File: config.mk
export PLATFORM = sky130hd
export DESIGN_NAME = expr_sequencer
export DESIGN_NICKNAME = d
export VERILOG_FILES = /design/src/rtl/expr_sequencer.sv
export SDC_FILE = /design/constraint.sdc
export NUM_CORES = 1
export LEC_CHECK = 0
export CAP_MARGIN = 5
export CORE_ASPECT_RATIO = 2
export CORE_MARGIN = 2
export CORE_UTILIZATION = 55
export DETAILED_ROUTE_END_ITERATION = 7
export GPL_TIMING_DRIVEN = 1
export PLACE_DENSITY_LB_ADDON = 0.05
export REMOVE_ABC_BUFFERS = 1
export SYNTH_ARGS = -nofsm -noshare
export SYNTH_HDL_FRONTEND = slang
export SYNTH_SLANG_ARGS = --single-unit
File: constraint.sdc
create_clock -name clk -period 3.4 [get_ports clk]
set_input_delay 0.85 -clock clk [delete_from_list [all_inputs] [get_ports clk]]
set_output_delay 0.85 -clock clk [all_outputs]
set_load 0.03 [all_outputs]
File: src/rtl/expr_sequencer.sv
// expr_sequencer: table-driven control sequencer for the expression-solver datapath.
// A writable table of STEPS control words is played one word per cycle on start,
// optionally repeated for several iterations, then the sequencer parks in DONE.
// Ports:
//   clk, rst (async active-low), start, abort, [step_en], iters,
//   prog_we/prog_addr/prog_data (table write), ctrl, step, busy, completed, prog_err.
// Optional feature macro: EXPR_SEQ_SINGLE_STEP_EN adds step_en, which gates advance in RUN.
module expr_sequencer #(
  parameter int unsigned CW_W    = 10,
  parameter int unsigned STEPS   = 6,
  parameter int unsigned STEP_AW = 3,
  parameter int unsigned ITER_W  = 4
) (
  input  logic               clk,
  input  logic               rst,
  input  logic               start,
  input  logic               abort,
`ifdef EXPR_SEQ_SINGLE_STEP_EN
  input  logic               step_en,
`endif
  input  logic [ITER_W-1:0]  iters,
  input  logic               prog_we,
  input  logic [STEP_AW-1:0] prog_addr,
  input  logic [CW_W-1:0]    prog_data,
  output logic [CW_W-1:0]    ctrl,
  output logic [STEP_AW-1:0] step,
  output logic               busy,
  output logic               completed,
  output logic               prog_err
);

  localparam int unsigned        DEPTH     = 2 ** STEP_AW;
  localparam logic [STEP_AW-1:0] LAST_STEP = STEP_AW'(STEPS - 1);
  localparam logic [STEP_AW:0]   STEPS_V   = (STEP_AW + 1)'(STEPS);

  typedef enum logic [1:0] {IDLE, RUN, DONE} state_t;

  state_t              state, state_d;
  logic [CW_W-1:0]     tbl [DEPTH];
  logic [ITER_W-1:0]   iter_cnt, iter_cnt_d;
  logic [CW_W-1:0]     ctrl_d;
  logic [STEP_AW-1:0]  step_d;
  logic                busy_d, completed_d, prog_err_d;
  logic                wr_ok_c, adv_c;
  logic [CW_W-1:0]     word0_c;
  logic [STEP_AW-1:0]  step_nx_c;

  // Writes are only legal while not running and inside the active table.
  assign wr_ok_c    = prog_we && !busy && ({1'b0, prog_addr} < STEPS_V);
  assign prog_err_d = prog_we && !wr_ok_c;

  // A write to entry 0 on the start edge is forwarded so the run sees the new word.
  assign word0_c   = (wr_ok_c && (prog_addr == '0)) ? prog_data : tbl[0];
  assign step_nx_c = STEP_AW'(step + 1'b1);

`ifdef EXPR_SEQ_SINGLE_STEP_EN
  assign adv_c = step_en;
`else
  assign adv_c = 1'b1;
`endif

  // Control table storage.
  always_ff @(posedge clk or negedge rst) begin
    if (!rst) begin
      for (int unsigned i = 0; i < DEPTH; i++) tbl[i] <= '0;
    end else if (wr_ok_c) begin
      tbl[prog_addr] <= prog_data;
    end
  end

  // State and registered outputs.
  always_ff @(posedge clk or negedge rst) begin
    if (!rst) begin
      state     <= IDLE;
      iter_cnt  <= '0;
      ctrl      <= '0;
      step      <= '0;
      busy      <= 1'b0;
      completed <= 1'b0;
      prog_err  <= 1'b0;
    end else begin
      state     <= state_d;
      iter_cnt  <= iter_cnt_d;
      ctrl      <= ctrl_d;
      step      <= step_d;
      busy      <= busy_d;
      completed <= completed_d;
      prog_err  <= prog_err_d;
    end
  end

  // Next-state and next-output logic; abort overrides everything.
  always_comb begin
    state_d     = state;
    iter_cnt_d  = iter_cnt;
    ctrl_d      = ctrl;
    step_d      = step;
    busy_d      = busy;
    completed_d = completed;
    case (state)
      IDLE, DONE: begin
        if (start) begin
          state_d     = RUN;
          ctrl_d      = word0_c;
          step_d      = '0;
          busy_d      = 1'b1;
          completed_d = 1'b0;
          // iters of 0 behaves as a single pass.
          iter_cnt_d  = (iters == '0) ? '0 : ITER_W'(iters - 1'b1);
        end
      end
      RUN: begin
        if (adv_c) begin
          if (step == LAST_STEP) begin
            if (iter_cnt != '0) begin
              step_d     = '0;
              ctrl_d     = tbl[0];
              iter_cnt_d = ITER_W'(iter_cnt - 1'b1);
            end else begin
              state_d     = DONE;
              ctrl_d      = '0;
              step_d      = '0;
              busy_d      = 1'b0;
              completed_d = 1'b1;
            end
          end else begin
            step_d = step_nx_c;
            ctrl_d = tbl[step_nx_c];
          end
        end
      end
      default: state_d = IDLE;
    endcase
    if (abort) begin
      state_d     = IDLE;
      ctrl_d      = '0;
      step_d      = '0;
      busy_d      = 1'b0;
      completed_d = 1'b0;
    end
  end

endmodule

==> summary.md, run 1 <==
| Metric | Value |
|---|---|
| Kind of critical path | `register to primary output` |
| Register area share after synthesis | `53.5%` |
| Netlist cell types | `46` |
| Clock buffer count from CTS | `9` |
| Post-synthesis mux area share | `21.4%` |
| Largest cells by area after synthesis | `dfrtp_1 53%, mux2_2 9.9%, mux4_2 8.5%` |
| Cell Count, Final, Fillers Out | `just under 500` |
| Area growth from synthesis to layout | `14.8%` |
| Chip height | `136 microns` |
| Internal power | `3.07 mW` |
| Antenna violations before repair | `0` |
| Final setup TNS | `0 ns` |
| # port buffers | `37` |
| Setup-failing EPs final | `0` |
| Fin Clk Skew | `roughly 0.0078 ns` |
| Clock power share | `between 20% and 30%` |
| Synth Area in Adders | `0.786%` |
| Vias in the first global route | `3,253` |
| Clock Latency Late Sink | `between 0.3 and 0.4 ns` |
| Ys flop type | `dfrtp_1` |
| CP required | `2.55 ns` |
| Final GP Congestion | `0.814` |
| Largest net degree at the start of global routing | `89` |
| Post-synthesis xor/xnor area fraction | `0%` |
| Post-DR wirelength/cell | `21.5 microns` |
| Resize count post-CTS | `0` |
| Vias post-DR | `just over 3,000` |
| VDD IR max | `0.000497 V` |
| Clk buf depth | `2` |
| Synth Instances | `367` |
| Leakage | `2.45 nW` |
| Synthesized area | `between 4000 and 5000 sq um` |
| Final wirelength | `10.6 mm` |
| Hold_ws | `0.376 ns` |
| Residual DRC count | `0` |
| Antenna Nets Post-Route | `0` |
| EDFF count, synth | `0` |
| CTS Root Cell | `clkbuf_16` |
| Core box area | `approximately 8500 sq um` |
| Initial core utilization | `56.0%` |
| Crit share post-route | `72.9%` |
| Nets@finish | `414` |
| Arrival time at the worst endpoint | `1.63 ns` |
| Setup crit end kind | `primary output` |
| Status | `complete, no violations` |
| FFs w/ async S/R, synth | `100%` |
| Total grt overflow | `0` |
| Worst Hold Class | `register to register` |
| Setup ws final | `a little over 0.9 ns` |
| First DRT Iteration DRCs | `197` |
| Clock sink count | `102` |
| Pwr Density | `841 nW/um^2` |
| Crit path max fanout | `12` |
| Final Hold Fails | `0` |
| Post-CTS setup buffers | `0` |
| Slew margin rel. | `26.9%` |
| Synth Area in Simple Gates | `under 10%` |
| Total Power | `4.61 mW` |
| RSZ-0062 raised after global routing | `no` |
| Cell Count Post-Placement | `478` |
| Post-synth top area share | `53.5%` |
| Psw | `between 1.5 and 2 mW` |
| H-tree depth | `3` |
| Share of total power in combinational logic | `a little under two fifths` |
| DR vias/cell | `6.21` |
| CTS tree | `built` |
| #FFs+latches synth | `roughly 100` |
| Slew @ Worst Pin | `1.10 ns` |
| Placement Setup Slack | `0.671 ns` |
| Gr usage total | `approximately 24%` |
| Mean Syn Cell Area | `13.0 sq um` |
| Startpoint types | `register` |
| Placed cell area | `between 5000 and 6000 sq um` |
| Crit path time final | `2.48 ns` |
| Register share of total power | `41.8%` |
| Sw Ratio | `33.5%` |
| Ys Warns | `0` |
| Die Wd | `69.9 microns` |
| Antenna diode count | `0` |
| Compound-Gate Fraction of Synth Area | `about 11%` |
| Detailed Place HPWL | `7.12 mm` |
| First-pass GRT wire length | `17.5 mm` |
| Layout cells sized above 1 | `27.4%` |
| Largest family of logic cells by synthesized area | `multiplexers` |
| Layout Utilization | `between 60% and 70%` |
| MaxCap Viol Count | `0` |
| Hold buffer count at CTS | `0` |
| I/O pin count | `38` |
| Final Slew Violations | `0` |
| Worst-path clk slew | `0.07 ns` |
| FMAX | `0.404 GHz` |
| 1st-pass router iterations | `4` |
| Largest area contributor in the netlist | `dfrtp_1` |
| # rows | `48` |
| Final instance area | `5480 sq um` |
| Die ar. | `9490 sq um` |
## flip-flops by register name (all words and copies together), names as in the netlist
name / flops
tbl: 80
ctrl: 10
iter_cnt: 4
step: 3
state: 2
busy: 1
completed: 1
prog_err: 1
## path summary, 6_finish.rpt
check | start | endpoint | slack, ns | depth (start not counted)
setup / recovery | step[0] | step[0] | 0.92 | 2
hold / removal | tbl[15] | tbl[15] | 0.38 | 0
setup reg to reg | step[0] | ctrl[3] | 1.21 | 7
hold reg to reg | tbl[15] | tbl[15] | 0.38 | 0
max in group asynchronous | rst | tbl[62] | 1.91 | 2
min in group asynchronous | rst | tbl[15] | 0.70 | 1
## synth_stat cells (2+ instances only)
master	instances
nand3b_1	3
nor3b_2	2
mux4_2	18
mux2_2	42
nand2_1	7
nor3b_1	5
nor2b_1	3
nor2_1	18
clkbuf_1	30
inv_1	4
a21boi_0	10
a21oi_1	7
buf_6	2
o31ai_1	2
a31oi_1	11
nand2b_1	3
o21ai_0	15
nor3_1	3
and3_1	11
mux2_1	8
dfrtp_1	102
o211a_1	9
a211oi_1	2
o21ai_1	2
ha_1	3
buf_2	7
or2_2	11
a221oi_1	8
mux4_1	2
## kinds of logic after synthesis
family	after synthesis
AOI/OAI and AO/OA	76
adders and majority gates	3
muxes	70
and+or+nand+nor	71
buffers and inverters	45
DFF	102
## final cells by class
class / count / area, sq um
Tap cell: 100 / 125
Fill cell: 655 / 3050
Sequential cell: 102 / 2550
Multi-Input combinational cell: 220 / 2030
Clock buffer: 9 / 225
Timing Repair Buffer: 52 / 480
Clock inverter: 7 / 55.1
Inverter: 4 / 15.0
## layer usage
metal	global-route usage [%]	routed length, microns	vias up
met5	0	0	-
met4	13.6	510	0
met3	3.72	456	34
met2	41.0	5500	93
met1	30.1	4150	1545
li1	-	-	1394
## power by group through the flow
stage	sequential (mW)	combinational (mW)	clock (mW)
floorplan	2.04	1.05	0
global route	1.99	1.87	1.04
CTS	1.93	1.75	0.988
global placement	1.92	1.70	0
finish	1.93	1.72	0.964
detailed placement	1.95	1.74	0
## layout by cell type, fill, tap and decap left out, drive strengths merged, types with 3 or more instances in the layout
cell type	instances
dfrtp	102
mux2	50
clkdlybuf4s50	36
mux4	20
nor2	18
o21ai	17
buf	16
and3	11
or2	11
a31oi	11
a21boi	10
o211a	9
clkbuf	9
a221oi	9
a21oi	7
nand2	7
inv	7
nor3b	7
nor2b	3
nand3b	3
nand2b	3
nor3	3
ha	3
## critical path, stage by stage, from the launching register on
cell             delay [ns]
dfrtp_1                0.32
buf_4                  0.25
clkdlybuf4s50_1        0.72
Note: power is estimated with default switching activity, not from simulation.
==> run 2, diff against run 1 <==
--- a/config.mk
+++ b/config.mk
@@ -8,7 +8,7 @@
 export CAP_MARGIN = 5
 export CORE_ASPECT_RATIO = 2
 export CORE_MARGIN = 2
-export CORE_UTILIZATION = 55
+export CORE_UTILIZATION = 52
 export DETAILED_ROUTE_END_ITERATION = 7
 export GPL_TIMING_DRIVEN = 1
 export PLACE_DENSITY_LB_ADDON = 0.05
==> constraint.sdc (replaced) <==
create_clock -name clk -period 2 [get_ports clk]
set_input_delay 0.5 -clock clk [delete_from_list [all_inputs] [get_ports clk]]
set_output_delay 0.5 -clock clk [all_outputs]
set_load 0.03 [all_outputs]
==> summary.md, run 2 (synthesis gave the netlist of run 1 again) <==
| Metric | Value |
|---|---|
| Layout Utilization | `63.9% (was 64.3%)` |
| Die ar. | `10,000 sq um (was 9490 sq um)` |
| CP required | `2.22 ns (was 2.55 ns)` |
| Final Slew Violations | `0 (unchanged)` |
| Initial core utilization | `53.3% (was 56.0%)` |
| Vias post-DR | `3,136 (was 3,066)` |
| Residual DRC count | `0 (unchanged)` |
| Setup-failing EPs final | `0 (unchanged)` |
| Gr usage total | `23.4% (was 24.4%)` |
| Clock power share | `22.4% (was 20.9%)` |
| CTS tree | `built (unchanged)` |
| Kind of critical path | `register to register (was register to primary output)` |
| Worst Hold Class | `input pin to asynchronous set/reset pin (was register to register)` |
| Internal power | `5.59 mW (was 3.07 mW)` |
| Cell Count Post-Placement | `491 (was 478)` |
| Antenna diode count | `0 (unchanged)` |
| Core box area | `8950 sq um (was 8530 sq um)` |
| Total Power | `8.21 mW (was 4.61 mW)` |
| Final Hold Fails | `0 (unchanged)` |
| First-pass GRT wire length | `17.3 mm (was 17.5 mm)` |
| Critical Path Start | `iter_cnt[0] (was step[0])` |
| Cell Count, Final, Fillers Out | `507 (was 494)` |
| Startpoint types | `register (unchanged)` |
| VDD IR max | `0.000831 V (was 0.000497 V)` |
| Slew margin rel. | `61.0% (was 26.9%)` |
| CTS Root Cell | `clkbuf_16 (unchanged)` |
| Setup crit end kind | `register (was primary output)` |
| Crit path time final | `about 1.9 ns` |
| Hold buffer count at CTS | `0 (unchanged)` |
| DR vias/cell | `6.19 (was 6.21)` |
| Buf/Inv on CP | `1 (was 2)` |
| Psw | `2.62 mW (was 1.54 mW)` |
| MaxCap Viol Count | `0 (unchanged)` |
| Critical path's top delay family | `compound AO/OA/AOI/OAI gates (was buffers and inverters)` |
| Setup ws final | `0.0916 ns (was 0.923 ns)` |
| Final wirelength | `11.0 mm (was 10.6 mm)` |
| CP endpoint | `iter_cnt[3] (was step[0])` |
| Clock Latency Late Sink | `0.35 ns (was 0.34 ns)` |
| Area growth from synthesis to layout | `19.7% (was 14.8%)` |
| Max reg flops | `80 (unchanged)` |
| Nets@finish | `426 (was 414)` |
| RSZ-0062 raised after global routing | `yes (was no)` |
| Leading cell types in the layout, fill and taps excluded | `102 x dfrtp_1, 42 x mux2_2, 33 x clkdlybuf4s50_1 (was 102 x dfrtp_1, 42 x mux2_2, 36 x clkdlybuf4s50_1)` |
| Vias in the first global route | `3,245 (was 3,253)` |
| Worst r2r src | `iter_cnt[0] (was step[0])` |
| Slowest stage delay, CP | `0.39 ns (was 0.72 ns)` |
| Reg with most FFs | `tbl (unchanged)` |
| Clock sink count | `102 (unchanged)` |
| Post-DR wirelength/cell | `21.7 microns (was 21.5 microns)` |
| Leakage | `2.57 nW (was 2.45 nW)` |
| Worst-path clk slew | `0.07 ns (about the same)` |
| Detailed Place HPWL | `7.42 mm (was 7.12 mm)` |
| RR Endpoint | `iter_cnt[3] (was ctrl[3])` |
| H-tree depth | `3 (unchanged)` |
| Clk buf depth | `2 (unchanged)` |
| Worst path depth | `6 (was 2)` |
| Commonest non-fill, non-tap cell in the layout | `dfrtp_1 (unchanged)` |
| Fin Clk Skew | `0.0136 ns (was 0.00780 ns)` |
| Antenna Nets Post-Route | `0 (unchanged)` |
| Crit path cell chain | `inv_1 > ha_1 > nor3b_2 > o31a_1 > o21ai_1 > a221o_1 (was buf_4 > clkdlybuf4s50_1)` |
| Layout cells sized above 1 | `30.1% (was 27.4%)` |
| # port buffers | `37 (unchanged)` |
| Arrival time at the worst endpoint | `2.13 ns (was 1.63 ns)` |
| Share of total power in combinational logic | `37.4% (was 37.3%)` |
| # rows | `49 (was 48)` |
| Total grt overflow | `0 (unchanged)` |
| Crit path max fanout | `5 (was 12)` |
| Register share of total power | `40.2% (was 41.8%)` |
| Sw Ratio | `31.9% (was 33.5%)` |
| Die Wd | `71.8 microns (was 69.9 microns)` |
| Slowest cell on the critical path | `dfrtp_1 (was clkdlybuf4s50_1)` |
| Slew @ Worst Pin | `0.585 ns (was 1.10 ns)` |
| R2R cell count | `6 (was 7)` |
| Placement Setup Slack | `-0.0720 ns (was 0.671 ns)` |
| Crit share post-route | `approximately 95%` |
| Chip height | `140 microns (was 136 microns)` |
| 1st-pass router iterations | `4 (unchanged)` |
| Pwr Density | `1440 nW/um^2 (was 841 nW/um^2)` |
| Clock buffer count from CTS | `9 (unchanged)` |
| Hold_ws | `0.136 ns (was 0.376 ns)` |
| First DRT Iteration DRCs | `159 (was 197)` |
| FMAX | `roughly 0.52 GHz` |
| Largest registers | `tbl x80, ctrl x10, iter_cnt x4 (unchanged)` |
| Antenna violations before repair | `0 (unchanged)` |
| Largest net degree at the start of global routing | `40 (was 89)` |
| I/O pin count | `38 (unchanged)` |
| Status | `complete, no violations (unchanged)` |
| Final GP Congestion | `0.817 (was 0.814)` |
| R2R setup slack | `0.09 ns (was 1.21 ns)` |
[run 2: cell count changes in the layout (fill, tap and decap cells not counted)]
cell | previous run | this run
and3b_1 | 1 | 0
and3b_2 | 0 | 1
buf_12 | 0 | 7
buf_4 | 16 | 21
bufinv_16 | 0 | 2
clkbuf_16 | 9 | 10
clkdlybuf4s50_1 | 36 | 33
clkinv_4 | 1 | 0
clkinvlp_4 | 2 | 3
dlygate4sd2_1 | 0 | 1
dlymetal6s2s_1 | 0 | 1
ha_1 | 3 | 2
ha_2 | 0 | 1
inv_6 | 3 | 0
[run 2: final cells by class]
type | instances | area, sq um
fillers | 751 | 3240
flip-flops and latches | 102 | 2550
well taps | 102 | 128
inverters | 4 | 15.0
clock buffers | 9 | 225
repair buffers | 64 | 674
multi-input cells | 220 | 2030
clock inverters | 6 | 87.6
[run 2: worst min path at each step]
stage | from | endpoint | slack [ns] | cells after the start
floorplan | rst | busy | 0.20 | 0
global placement | tbl[8] | tbl[8] | 0.36 | 0
detailed placement | tbl[5] | tbl[5] | 0.36 | 0
CTS | rst | iter_cnt[1] | 0.16 | 1
global route | rst | iter_cnt[1] | 0.17 | 1
finish | rst | iter_cnt[1] | 0.14 | 1
[run 2: routing by layer]
layer | part of all wire (%) | GRT usage [%] | up-vias
met5 | 0 | 0 | -
li1 | - | - | 1423
met1 | 38 | 27.7 | 1597
met3 | 5.0 | 3.62 | 14
met2 | 55 | 42.0 | 102
met4 | 2.3 | 8.44 | 0
[run 2: repair_timing]
action | in CTS | in global routing
endpoints found under the hold margin | 0 | 0
gates resized for setup | 1 | 3
gates cloned | 0 | 1
endpoints found under the setup margin | 1 | 4
setup buffers | 0 | 0
[run 2: stage by stage]
step	TNS (ns)	area, sq um
2_1_floorplan	-12.57	4590
3_3_place_gp	-0.822	5370
3_5_place_dp	-1.30	5370
4_1_cts	0	5680
5_1_grt	-0.0121	5720
6_report	0	5720
[run 2: power by group through the flow]
stage	sequential (mW)	clock (mW)	combinational, mW
2_1_floorplan	3.47	0	1.78
3_3_place_gp	3.29	0	2.95
3_5_place_dp	3.32	0	3.02
4_1_cts	3.29	1.87	3.03
5_1_grt	3.39	1.96	3.30
6_report	3.30	1.84	3.07
==> run 3, diff against run 2 <==
--- a/config.mk
+++ b/config.mk
@@ -5,10 +5,11 @@
 export SDC_FILE = /design/constraint.sdc
 export NUM_CORES = 1
 export LEC_CHECK = 0
+export ABC_AREA = 1
 export CAP_MARGIN = 5
 export CORE_ASPECT_RATIO = 2
 export CORE_MARGIN = 2
-export CORE_UTILIZATION = 52
+export CORE_UTILIZATION = 53
 export DETAILED_ROUTE_END_ITERATION = 7
 export GPL_TIMING_DRIVEN = 1
 export PLACE_DENSITY_LB_ADDON = 0.05
==> summary.md, run 3 <==
| Metric | Value |
|---|---|
| Status | `complete, no violations (unchanged)` |
| Clock Latency Late Sink | `0.34 ns (was 0.35 ns)` |
| Ys Warns | `0 (unchanged)` |
| # port buffers | `37 (unchanged)` |
| Mean Syn Cell Area | `7.23 sq um (was 13.0 sq um)` |
| Synth top cells by count | `216 x nand2_1, 114 x inv_1, 102 x dfrtp_1, 76 x nand3_1, 56 x nor2_1 (was 102 x dfrtp_1, 42 x mux2_2, 30 x clkbuf_1, 18 x mux4_2, 18 x nor2_1)` |
| MaxCap Viol Count | `0 (unchanged)` |
| Antenna violations before repair | `0 (unchanged)` |
| RSZ-0062 raised after global routing | `no (was yes)` |
| Chip height | `145 microns (was 140 microns)` |
| Critical Path Start | `ctrl[7] (was iter_cnt[0])` |
| Slew @ Worst Pin | `0.492 ns (was 0.585 ns)` |
| I/O pin count | `38 (unchanged)` |
| CP required | `1.50 ns (was 2.22 ns)` |
| Resize count post-CTS | `1 (unchanged)` |
| Register area share after synthesis | `48.7% (was 53.5%)` |
| #FFs+latches synth | `102 (unchanged)` |
| Clock buffer count from CTS | `9 (unchanged)` |
| Setup crit end kind | `primary output (was register)` |
| CTS tree | `built (unchanged)` |
| Worst r2r src | `step[0] (was iter_cnt[0])` |
| Worst-path clk slew | `0.07 ns (about the same)` |
| Largest net degree at the start of global routing | `39 (was 40)` |
| Core box area | `9700 sq um (was 8950 sq um)` |
| Nets@finish | `790 (was 426)` |
| Final GP Congestion | `0.838 (was 0.817)` |
| First-pass GRT wire length | `21.8 mm (was 17.3 mm)` |
| First DRT Iteration DRCs | `225 (was 159)` |
| Post-DR wirelength/cell | `14.6 microns (was 21.7 microns)` |
| Leakage | `3.32 nW (was 2.57 nW)` |
| EDFF count, synth | `0 (unchanged)` |
| Setup-failing EPs final | `0 (unchanged)` |
| Startpoint types | `register (unchanged)` |
| Layout cells sized above 1 | `10.5% (was 30.1%)` |
| Total grt overflow | `0 (unchanged)` |
| Worst Hold Class | `input pin to asynchronous set/reset pin (unchanged)` |
| Synthesized area | `5250 sq um (was 4770 sq um)` |
| Largest area contributor in the netlist | `dfrtp_1 (unchanged)` |
| H-tree depth | `3 (unchanged)` |
| Max reg flops | `80 (unchanged)` |
| Final wirelength | `13.1 mm (was 11.0 mm)` |
| Total Power | `8.65 mW (was 8.21 mW)` |
| Die ar. | `10,800 sq um (was 10,000 sq um)` |
| Initial core utilization | `54.1% (was 53.3%)` |
| Post-synth top area share | `48.7% (was 53.5%)` |
| # rows | `51 (was 49)` |
| Residual DRC count | `0 (unchanged)` |
| Crit path max fanout | `2 (was 5)` |
| Slowest cell on the critical path | `clkdlybuf4s50_1 (was dfrtp_1)` |
| VDD IR max | `0.00102 V (was 0.000831 V)` |
| Area growth from synthesis to layout | `18.6% (was 19.7%)` |
| Critical path's top delay family | `buffers and inverters (was compound AO/OA/AOI/OAI gates)` |
| Crit path cell chain | `clkdlybuf4s50_1 (was inv_1 > ha_1 > nor3b_2 > o31a_1 > o21ai_1 > a221o_1)` |
| 1st-pass router iterations | `5 (was 4)` |
| Netlist cell types | `28 (was 46)` |
| Leading cell types in the layout, fill and taps excluded | `216 x nand2_1, 114 x inv_1, 102 x dfrtp_1 (was 102 x dfrtp_1, 42 x mux2_2, 33 x clkdlybuf4s50_1)` |
| Slew margin rel. | `67.2% (was 61.0%)` |
| Largest cells by area after synthesis | `dfrtp_1 49%, nand2_1 15%, inv_1 8.2% (was dfrtp_1 53%, mux2_2 9.9%, mux4_2 8.5%)` |
| Crit path time final | `1.91 ns (about the same)` |
| Ys flop type | `dfrtp_1 (unchanged)` |
| Clk buf depth | `2 (unchanged)` |
| Post-CTS setup buffers | `0 (unchanged)` |
| Antenna Nets Post-Route | `0 (unchanged)` |
| Synth Instances | `725 (was 367)` |
| Arrival time at the worst endpoint | `1.41 ns (was 2.13 ns)` |
| Hold buffer count at CTS | `0 (unchanged)` |
| CTS Root Cell | `clkbuf_16 (unchanged)` |
| Layout Utilization | `64.1% (was 63.9%)` |
| Largest registers | `tbl x80, ctrl x10, iter_cnt x4 (unchanged)` |
| Final Slew Violations | `0 (unchanged)` |
| Clock sink count | `102 (unchanged)` |
| Kind of critical path | `register to primary output (was register to register)` |
| Pwr Density | `1390 nW/um^2 (was 1440 nW/um^2)` |
| Antenna diode count | `0 (unchanged)` |
| Commonest non-fill, non-tap cell in the layout | `nand2_1 (was dfrtp_1)` |
| Most common cell in the netlist | `nand2_1 (was dfrtp_1)` |
| FMAX | `0.523 GHz (was 0.524 GHz)` |
| Reg with most FFs | `tbl (unchanged)` |
| Slowest stage delay, CP | `0.69 ns (was 0.39 ns)` |
| Die Wd | `74.3 microns (was 71.8 microns)` |
| DR vias/cell | `5.00 (was 6.19)` |
| Final setup TNS | `0 ns (unchanged)` |
| Fin Clk Skew | `0.0103 ns (was 0.0136 ns)` |
| Final Hold Fails | `0 (unchanged)` |
| Crit share post-route | `95.6% (was 95.4%)` |
| Vias post-DR | `4,512 (was 3,136)` |
| Vias in the first global route | `4,468 (was 3,245)` |
| Detailed Place HPWL | `9.22 mm (was 7.42 mm)` |
| Buf/Inv on CP | `1 (unchanged)` |
| FFs w/ async S/R, synth | `100% (unchanged)` |
| Gr usage total | `27.0% (was 23.4%)` |
-- run 3: path summary, 6_finish.rpt --
kind | to | slack, ns | depth (start not counted)
setup reg to reg | ctrl[8] | 0.30 | 7
hold / removal | tbl[33] | 0.11 | 1
hold reg to reg | tbl[11] | 0.38 | 0
max in group asynchronous | step[2] | 1.29 | 2
setup / recovery | ctrl[7] | 0.09 | 1
min in group clk | tbl[11] | 0.38 | 0
-- run 3: through the flow --
step / setup WS [ns] / hold WS (ns) / cells / cell area [sq um]
after floorplan: -0.604 / 0.204 / 675 / 5020
after global placement: 0.0147 / 0.365 / 886 / 5920
after detailed placement: -0.0255 / 0.366 / 886 / 5920
after CTS: 0.0746 / 0.126 / 902 / 6220
after global routing: 0.0404 / 0.141 / 902 / 6220
final: 0.0882 / 0.115 / 902 / 6220
-- run 3: where the power goes --
| part | switching (mW) | leakage (nW) | internal [mW] |
|---|---|---|---|
| Sequential | 0.385 | 1.29 | 2.73 |
| Clock | 0.759 | 0.142 | 1.01 |
| Combinational | 2.34 | 1.88 | 1.43 |
-- run 3: kinds of logic after synthesis --
family	count (synthesis)	synth area share, %
and+or+nand+nor	369	30.0
AOI/OAI and AO/OA	68	6.56
xor gates and xnor gates	3	0.501
DFF	102	48.7
buffers and inverters	180	13.5
adders and majority gates	3	0.716
-- run 3: area by class of cell --
type                       instances  area, sq um
clock buffer                      11          243
clock inverter                     5         58.8
fill                             894         3480
inverter                         130          488
multi-input combinational        443         1980
sequential                       102         2550
tap                              132          165
timing repair buffer              79          729
-- run 3: per-layer routing --
metal,track usage [%],share of wire (%)
met5,0,0
met4,9.40,1.9
met3,4.43,4.0
met2,48.2,54
met1,32.3,40
